==> config.mk <==
export PLATFORM = sky130hd
export DESIGN_NAME = instruction_fetch_queue
export DESIGN_NICKNAME = d
export VERILOG_FILES = /design/src/rtl/instruction_fetch_queue.sv
export SDC_FILE = /design/constraint.sdc
export NUM_CORES = 1
export LEC_CHECK = 0
export CORE_ASPECT_RATIO = 1.5
export CORE_UTILIZATION = 47
export DETAILED_ROUTE_END_ITERATION = 6
export PLACE_DENSITY = 0.76
export SYNTH_ARGS = -nofsm -noshare
export SYNTH_HDL_FRONTEND = slang
export SYNTH_SLANG_ARGS = --single-unit
==> constraint.sdc <==
create_clock -name clock -period 17.4 [get_ports clock]
set_input_delay 1.74 -clock clock [delete_from_list [all_inputs] [get_ports clock]]
set_output_delay 1.74 -clock clock [all_outputs]
set_load 0.005 [all_outputs]
==> src/rtl/instruction_fetch_queue.sv <==
// instruction_fetch_queue: fetch stage that drives a single-outstanding cyc/stb/ack bus
// and buffers {pc, instruction} pairs in a small FIFO feeding decode.
package core_pkg;
   localparam logic [6:0] UlaRType = 7'b0110011;
   localparam logic [6:0] UlaIType = 7'b0010011;
   localparam logic [6:0] LoadType = 7'b0000011;
   localparam logic [6:0] StoreType = 7'b0100011;
   localparam logic [6:0] BranchType = 7'b1100011;
   localparam logic [6:0] JalType = 7'b1101111;
   localparam logic [6:0] JalrType = 7'b1100111;
   localparam logic [6:0] LuiType = 7'b0110111;
   localparam logic [6:0] AuipcType = 7'b0010111;
   localparam logic [6:0] SystemType = 7'b1110011;
   typedef struct packed {
      logic [6:0] funct7;
      logic [4:0] rs2;
      logic [4:0] rs1;
      logic [2:0] funct3;
      logic [4:0] rd;
      logic [6:0] opcode;
   } instruction_t;
endpackage

module instruction_fetch_queue #(
   parameter int DATA_SIZE = 64,
   parameter logic [DATA_SIZE-1:0] RESET_PC = '0,
   parameter int QUEUE_DEPTH = 2
) (
   input  logic                   clock,
   input  logic                   reset,
   output logic                   inst_mem_cyc,
   output logic                   inst_mem_stb,
   output logic [DATA_SIZE-1:0]   inst_mem_addr,
   input  logic                   inst_mem_ack,
   input  logic [31:0]            inst_mem_rd_dat,
   input  logic                   redirect_valid,
   input  logic [DATA_SIZE-1:0]   redirect_pc,
   output logic                   inst_valid,
   input  logic                   inst_ready,
   output core_pkg::instruction_t instruction,
   output logic [DATA_SIZE-1:0]   inst_pc
);
   localparam int AW = $clog2(QUEUE_DEPTH);
   localparam logic [AW:0] DEPTH = (AW+1)'(QUEUE_DEPTH);
   localparam logic [1:0] IDLE = 2'd0, REQ = 2'd1, DROP = 2'd2;
   logic [1:0] state, state_nx;
   logic [DATA_SIZE-1:0] pc;
   logic [AW-1:0] rd_ptr, wr_ptr;
   logic [AW:0] count, count_nx;
   logic [DATA_SIZE-1:0] pc_mem [QUEUE_DEPTH];
   logic [31:0] dat_mem [QUEUE_DEPTH];
   logic push, pop;
   assign push = state == REQ && inst_mem_ack && !redirect_valid;
   assign pop = inst_valid && inst_ready;
   assign count_nx = count + (AW+1)'(push) - (AW+1)'(pop);
   // a redirect with no ack in the same cycle leaves one ack owed, which DROP absorbs
   always_comb
      state_nx = redirect_valid ? ((state == REQ || state == DROP) && !inst_mem_ack ? DROP : REQ)
               : state == IDLE ? (count < DEPTH ? REQ : IDLE)
               : state == REQ ? (!inst_mem_ack ? REQ : count_nx < DEPTH ? REQ : IDLE)
               : (inst_mem_ack ? REQ : DROP);
   always_ff @(posedge clock or posedge reset)
      if (reset) begin
         state <= IDLE;
         pc <= RESET_PC;
         rd_ptr <= '0;
         wr_ptr <= '0;
         count <= '0;
         for (int i = 0; i < QUEUE_DEPTH; i++) begin
            pc_mem[i] <= '0;
            dat_mem[i] <= '0;
         end
      end else begin
         state <= state_nx;
         if (redirect_valid) pc <= redirect_pc & ~DATA_SIZE'(3);
         else if (push) pc <= pc + DATA_SIZE'(4);
         if (redirect_valid) begin
            rd_ptr <= '0;
            wr_ptr <= '0;
            count <= '0;
         end else begin
            rd_ptr <= rd_ptr + AW'(pop);
            wr_ptr <= wr_ptr + AW'(push);
            count <= count_nx;
         end
         if (push) begin
            pc_mem[wr_ptr] <= pc;
            dat_mem[wr_ptr] <= inst_mem_rd_dat;
         end
      end
   assign inst_mem_cyc = state != IDLE;
   assign inst_mem_stb = state == REQ;
   assign inst_mem_addr = pc;
   assign inst_valid = count != '0;
   assign instruction = dat_mem[rd_ptr];
   assign inst_pc = pc_mem[rd_ptr];
endmodule
==> impl_results.html <==
<table>
<tr><th>Metric</th><th>Value</th></tr>
<tr><th colspan="2">GRT</th></tr>
<tr><td>Global Route Usage Sum</td><td>23.7%</td></tr>
<tr><td>Most Crowded Layer GR</td><td>met2</td></tr>
<tr><td>GRT Residual Overflow</td><td>0</td></tr>
<tr><td>Vias in the first global route</td><td>9071</td></tr>
<tr><td>Initial antenna violation count</td><td>3</td></tr>
<tr><td>First-pass GRT wire length</td><td>49500 um</td></tr>
<tr><td>Met1 usage in global routing</td><td>28.0%</td></tr>
<tr><td>Met2 capacity usage during global routing</td><td>42.9%</td></tr>
<tr><td>Maximum number of pins on one net before global-route repair</td><td>146</td></tr>
<tr><td>Global-route met3 utilization</td><td>4.10%</td></tr>
<tr><th colspan="2">Worst setup path</th></tr>
<tr><td>Critical path launch point type</td><td>register</td></tr>
<tr><td>Capturing element type of the critical path</td><td>output port</td></tr>
<tr><td>Arrival time reported for the critical path endpoint</td><td>3.04 ns</td></tr>
<tr><td>Critical path type</td><td>register to output port</td></tr>
<tr><td>Ordered list of cells on the worst path</td><td>buf_4 &gt; mux2_2 &gt; clkdlybuf4s50_1</td></tr>
<tr><td>Peak per-stage delay on the critical path</td><td>0.83 ns</td></tr>
<tr><td>Reg-to-reg slack, setup</td><td>14.08 ns</td></tr>
<tr><td>CP required</td><td>15.66 ns</td></tr>
<tr><td>Slowest cell on the critical path</td><td>buf_4</td></tr>
<tr><td>Maximum net fanout on the critical path</td><td>70</td></tr>
<tr><th colspan="2">Route</th></tr>
<tr><td>Number of vias after detailed routing</td><td>8720</td></tr>
<tr><td>Antenna-violating nets left</td><td>0</td></tr>
<tr><td>Per-cell routed wire length</td><td>19.8 um</td></tr>
<tr><td>Wire length after detailed routing</td><td>31000 um</td></tr>
<tr><td>DR vias/cell</td><td>5.55</td></tr>
<tr><td>DR DRC count</td><td>0</td></tr>
<tr><td>Starting DRT DRC Count</td><td>383</td></tr>
<tr><td>Number of optimization iterations in the first detailed-route pass</td><td>6</td></tr>
<tr><th colspan="2">Power and ir drop</th></tr>
<tr><td>Clock Power Share</td><td>24.5%</td></tr>
<tr><td>Sequential group share of total power</td><td>39.2%</td></tr>
<tr><td>Pleak</td><td>6.50 nW</td></tr>
<tr><td>Power per unit of standard cell area</td><td>153 nW/um2</td></tr>
<tr><td>Int Pwr</td><td>1.77 mW</td></tr>
<tr><td>Logic gate share of total power</td><td>36.3%</td></tr>
<tr><td>Switching portion of total power</td><td>27.3%</td></tr>
<tr><td>Maximum VDD drop</td><td>0.000108 V</td></tr>
<tr><td>Power spent charging and discharging nets</td><td>666 uW</td></tr>
<tr><th colspan="2">Layout</th></tr>
<tr><td>Syn-to-layout area delta</td><td>31.4%</td></tr>
<tr><td>Count of placed standard cells in the final layout, fillers left out</td><td>1570</td></tr>
<tr><td>Final nets</td><td>1327</td></tr>
<tr><td>Share of layout cells above drive strength 1</td><td>28.7%</td></tr>
<tr><th colspan="2">Timing</th></tr>
<tr><td>Clock Skews</td><td>0.0170 ns</td></tr>
<tr><td>Final worst hold slack</td><td>0.500 ns</td></tr>
<tr><td>Maximum clock rate</td><td>0.209 GHz</td></tr>
<tr><td>Min Clock Period, post-route</td><td>4.78 ns</td></tr>
<tr><td>Final-layout setup total negative slack</td><td>0 ns</td></tr>
<tr><td>Number of max-slew violations in the final report</td><td>0</td></tr>
<tr><td>Slew of the pin with the lowest slew margin</td><td>1.03 ns</td></tr>
<tr><td>Hold Violations, Final</td><td>0</td></tr>
<tr><td>Final count of negative-setup-slack endpoints</td><td>0</td></tr>
<tr><td>Max transition margin</td><td>31.2%</td></tr>
<tr><td>Setup repair after global routing missed its margin</td><td>false</td></tr>
<tr><td>Final worst path period share</td><td>27.4%</td></tr>
<tr><th colspan="2">CTS</th></tr>
<tr><td>Post-CTS Repair Setup Buffers</td><td>0</td></tr>
<tr><td>Root Driver</td><td>clkbuf_16</td></tr>
<tr><td>Clock slew seen by the registers of the worst setup and hold paths</td><td>0.06 ns</td></tr>
<tr><td>Htree depth</td><td>1</td></tr>
<tr><td>Maximum root-to-sink buffer count</td><td>3</td></tr>
<tr><td>Sinks on the clock net</td><td>256</td></tr>
<tr><td>Hold bufs inserted after CTS</td><td>0</td></tr>
<tr><td>Clock tree from TritonCTS</td><td>done</td></tr>
<tr><td>Resized cells post-CTS</td><td>0</td></tr>
<tr><td>Source-to-sink clock delay at the later pin of the worst-skew pair</td><td>0.53 ns</td></tr>
<tr><td>Total clock buffers created by CTS</td><td>26</td></tr>
<tr><th colspan="2">Min path</th></tr>
<tr><td>Type of the worst min-delay path</td><td>register to register</td></tr>
<tr><th colspan="2">Logic synthesis</th></tr>
<tr><td>Flip-flop and latch count after synthesis</td><td>256</td></tr>
<tr><td>Post-synth top flop</td><td>dfrtp_1</td></tr>
<tr><td>Warnings, synthesis</td><td>0</td></tr>
<tr><td>Mapped Cells</td><td>981</td></tr>
<tr><td>Post-synthesis instance area</td><td>12100 um2</td></tr>
<tr><td>Area fraction of the dominant cell type after synthesis</td><td>52.9%</td></tr>
<tr><td>Number of synthesized flops with an enable pin</td><td>0</td></tr>
<tr><td>Share of synthesized area occupied by flip-flops and latches</td><td>52.9%</td></tr>
<tr><td>Average cell area after synthesis</td><td>12.3 um2</td></tr>
<tr><td>Cell taking the most area after synthesis</td><td>dfrtp_1</td></tr>
<tr><td>Largest cells by area after synthesis</td><td>dfrtp_1, mux2_2, nand2_1</td></tr>
<tr><td>Count of different cell masters after synthesis</td><td>45</td></tr>
<tr><td>Async set or reset register ratio after synthesis</td><td>100%</td></tr>
<tr><th colspan="2">Job</th></tr>
<tr><td>Maximum capacitance violations</td><td>0</td></tr>
<tr><th colspan="2">Floorplanning</th></tr>
<tr><td>Overall die area</td><td>26400 um2</td></tr>
<tr><td>Core footprint</td><td>25100 um2</td></tr>
<tr><td>Effective utilization at floorplan</td><td>48.1%</td></tr>
<tr><td>Die Y-Extent</td><td>199 um</td></tr>
<tr><td>Placement Rows</td><td>71</td></tr>
<tr><td>Floorplan die width</td><td>133 um</td></tr>
<tr><td>Number of I/O pins</td><td>264</td></tr>
<tr><th colspan="2">Placement</th></tr>
<tr><td>Half-perimeter wire length after detailed placement</td><td>20800 um</td></tr>
<tr><td>Gpl congestion</td><td>0.771</td></tr>
<tr><td>DP Cell Count</td><td>1519</td></tr>
<tr><td>Count of input and output buffers</td><td>257</td></tr>
<tr><th colspan="2">Status</th></tr>
<tr><td>Result of the run</td><td>completed</td></tr>
</table>
cell usage after synthesis (8+ instances only):
| master | n |
|---|---|
| inv_1 | 17 |
| and3_1 | 9 |
| dfrtp_1 | 256 |
| buf_1 | 14 |
| or4_1 | 13 |
| o21ai_0 | 43 |
| nand2_1 | 64 |
| or3_1 | 8 |
| mux2_2 | 284 |
| nand3_1 | 35 |
| clkbuf_1 | 39 |
| nor2_1 | 34 |
| a31oi_1 | 16 |
| nand4_1 | 32 |
| nor3_1 | 10 |
| xnor2_1 | 16 |
| xor2_1 | 23 |
layout by cell type (no fill, tap or decap), types with 23 or more instances in the layout:
cell	instances
dfrtp_1	255
clkdlybuf4s50_1	256
nor2_1	34
nand4_1	32
nand2_1	64
clkbuf_16	27
o21ai_0	43
nand3_1	35
xor2_1	23
mux2_2	284
power by group through the flow:
| stage | registers [mW] | clock network [mW] | logic (mW) |
|---|---|---|---|
| final | 0.956 | 0.597 | 0.885 |
| after global routing | 0.989 | 0.633 | 0.952 |
| after CTS | 0.957 | 0.610 | 0.897 |
| after detailed placement | 0.965 | 0 | 0.888 |
| after global placement | 0.949 | 0 | 0.874 |
| after floorplan | 0.914 | 0 | 0.480 |
area by class of cell:
type	instances	area, um2
Inverter	17	71.3
Multi-Input combinational cell	651	5430
Antenna cell	3	7.51
Clock buffer	36	779
Clock inverter	12	149
Fill cell	1991	9240
Timing Repair Buffer	267	2650
Tap cell	328	410
Sequential cell	256	6410
cell families after synthesis:
kind of cell,share of synthesized area [%]
AND/OR/NAND/NOR,10.3
other,0.0310
flip-flops,52.9
multiplexers,26.6
AO/OA/AOI/OAI,3.98
adder cells (fa/ha/maj),0.724
XOR/XNOR,2.82
buffers and inverters,2.60
critical path: cells and delay by family, from the launching register on:
family                 cells  cell delay, ns
DFF                        1            0.67
muxes                      1            0.44
buffers and inverters      2            1.30
registers in the layout (all words and copies together) (netlist names):
| signal | cells |
|---|---|
| dat_mem | 64 |
| count | 2 |
| pc_mem | 124 |
| inst_mem_addr | 62 |
| state | 2 |
| wr_ptr | 1 |
| rd_ptr | 1 |
per-layer routing:
layer | share of wire, % | up-vias
met5 | 0 | -
li1 | - | 4004
met3 | 4.9 | 57
met2 | 53 | 225
met4 | 3.1 | 0
met1 | 39 | 4434
per-stage QoR:
step | util [%] | power, mW | worst slack [ns] | cell area [um2]
floorplan | - | 1.39 | 8.62 | 12100
global placement | 59.5 | 1.82 | 12.53 | 15000
detailed placement | 59.5 | 1.85 | 12.49 | 15000
CTS | 63.2 | 2.46 | 12.59 | 15900
global route | 63.2 | 2.57 | 12.50 | 15900
finish | 63.2 | 2.44 | 12.62 | 15900
worst paths after layout:
path                                  from  cells after the start          end
worst max-delay path                rd_ptr                      3  inst_pc[28]
worst min-delay path            pc_mem[76]                      1   pc_mem[76]
worst max register to register    state[1]                      7   pc_mem[26]
worst min register to register  pc_mem[76]                      1   pc_mem[76]
max in group asynchronous            reset                      4   pc_mem[97]
min in group asynchronous            reset                      2  dat_mem[43]
No activity file was read; power rests on OpenSTA's default activity.
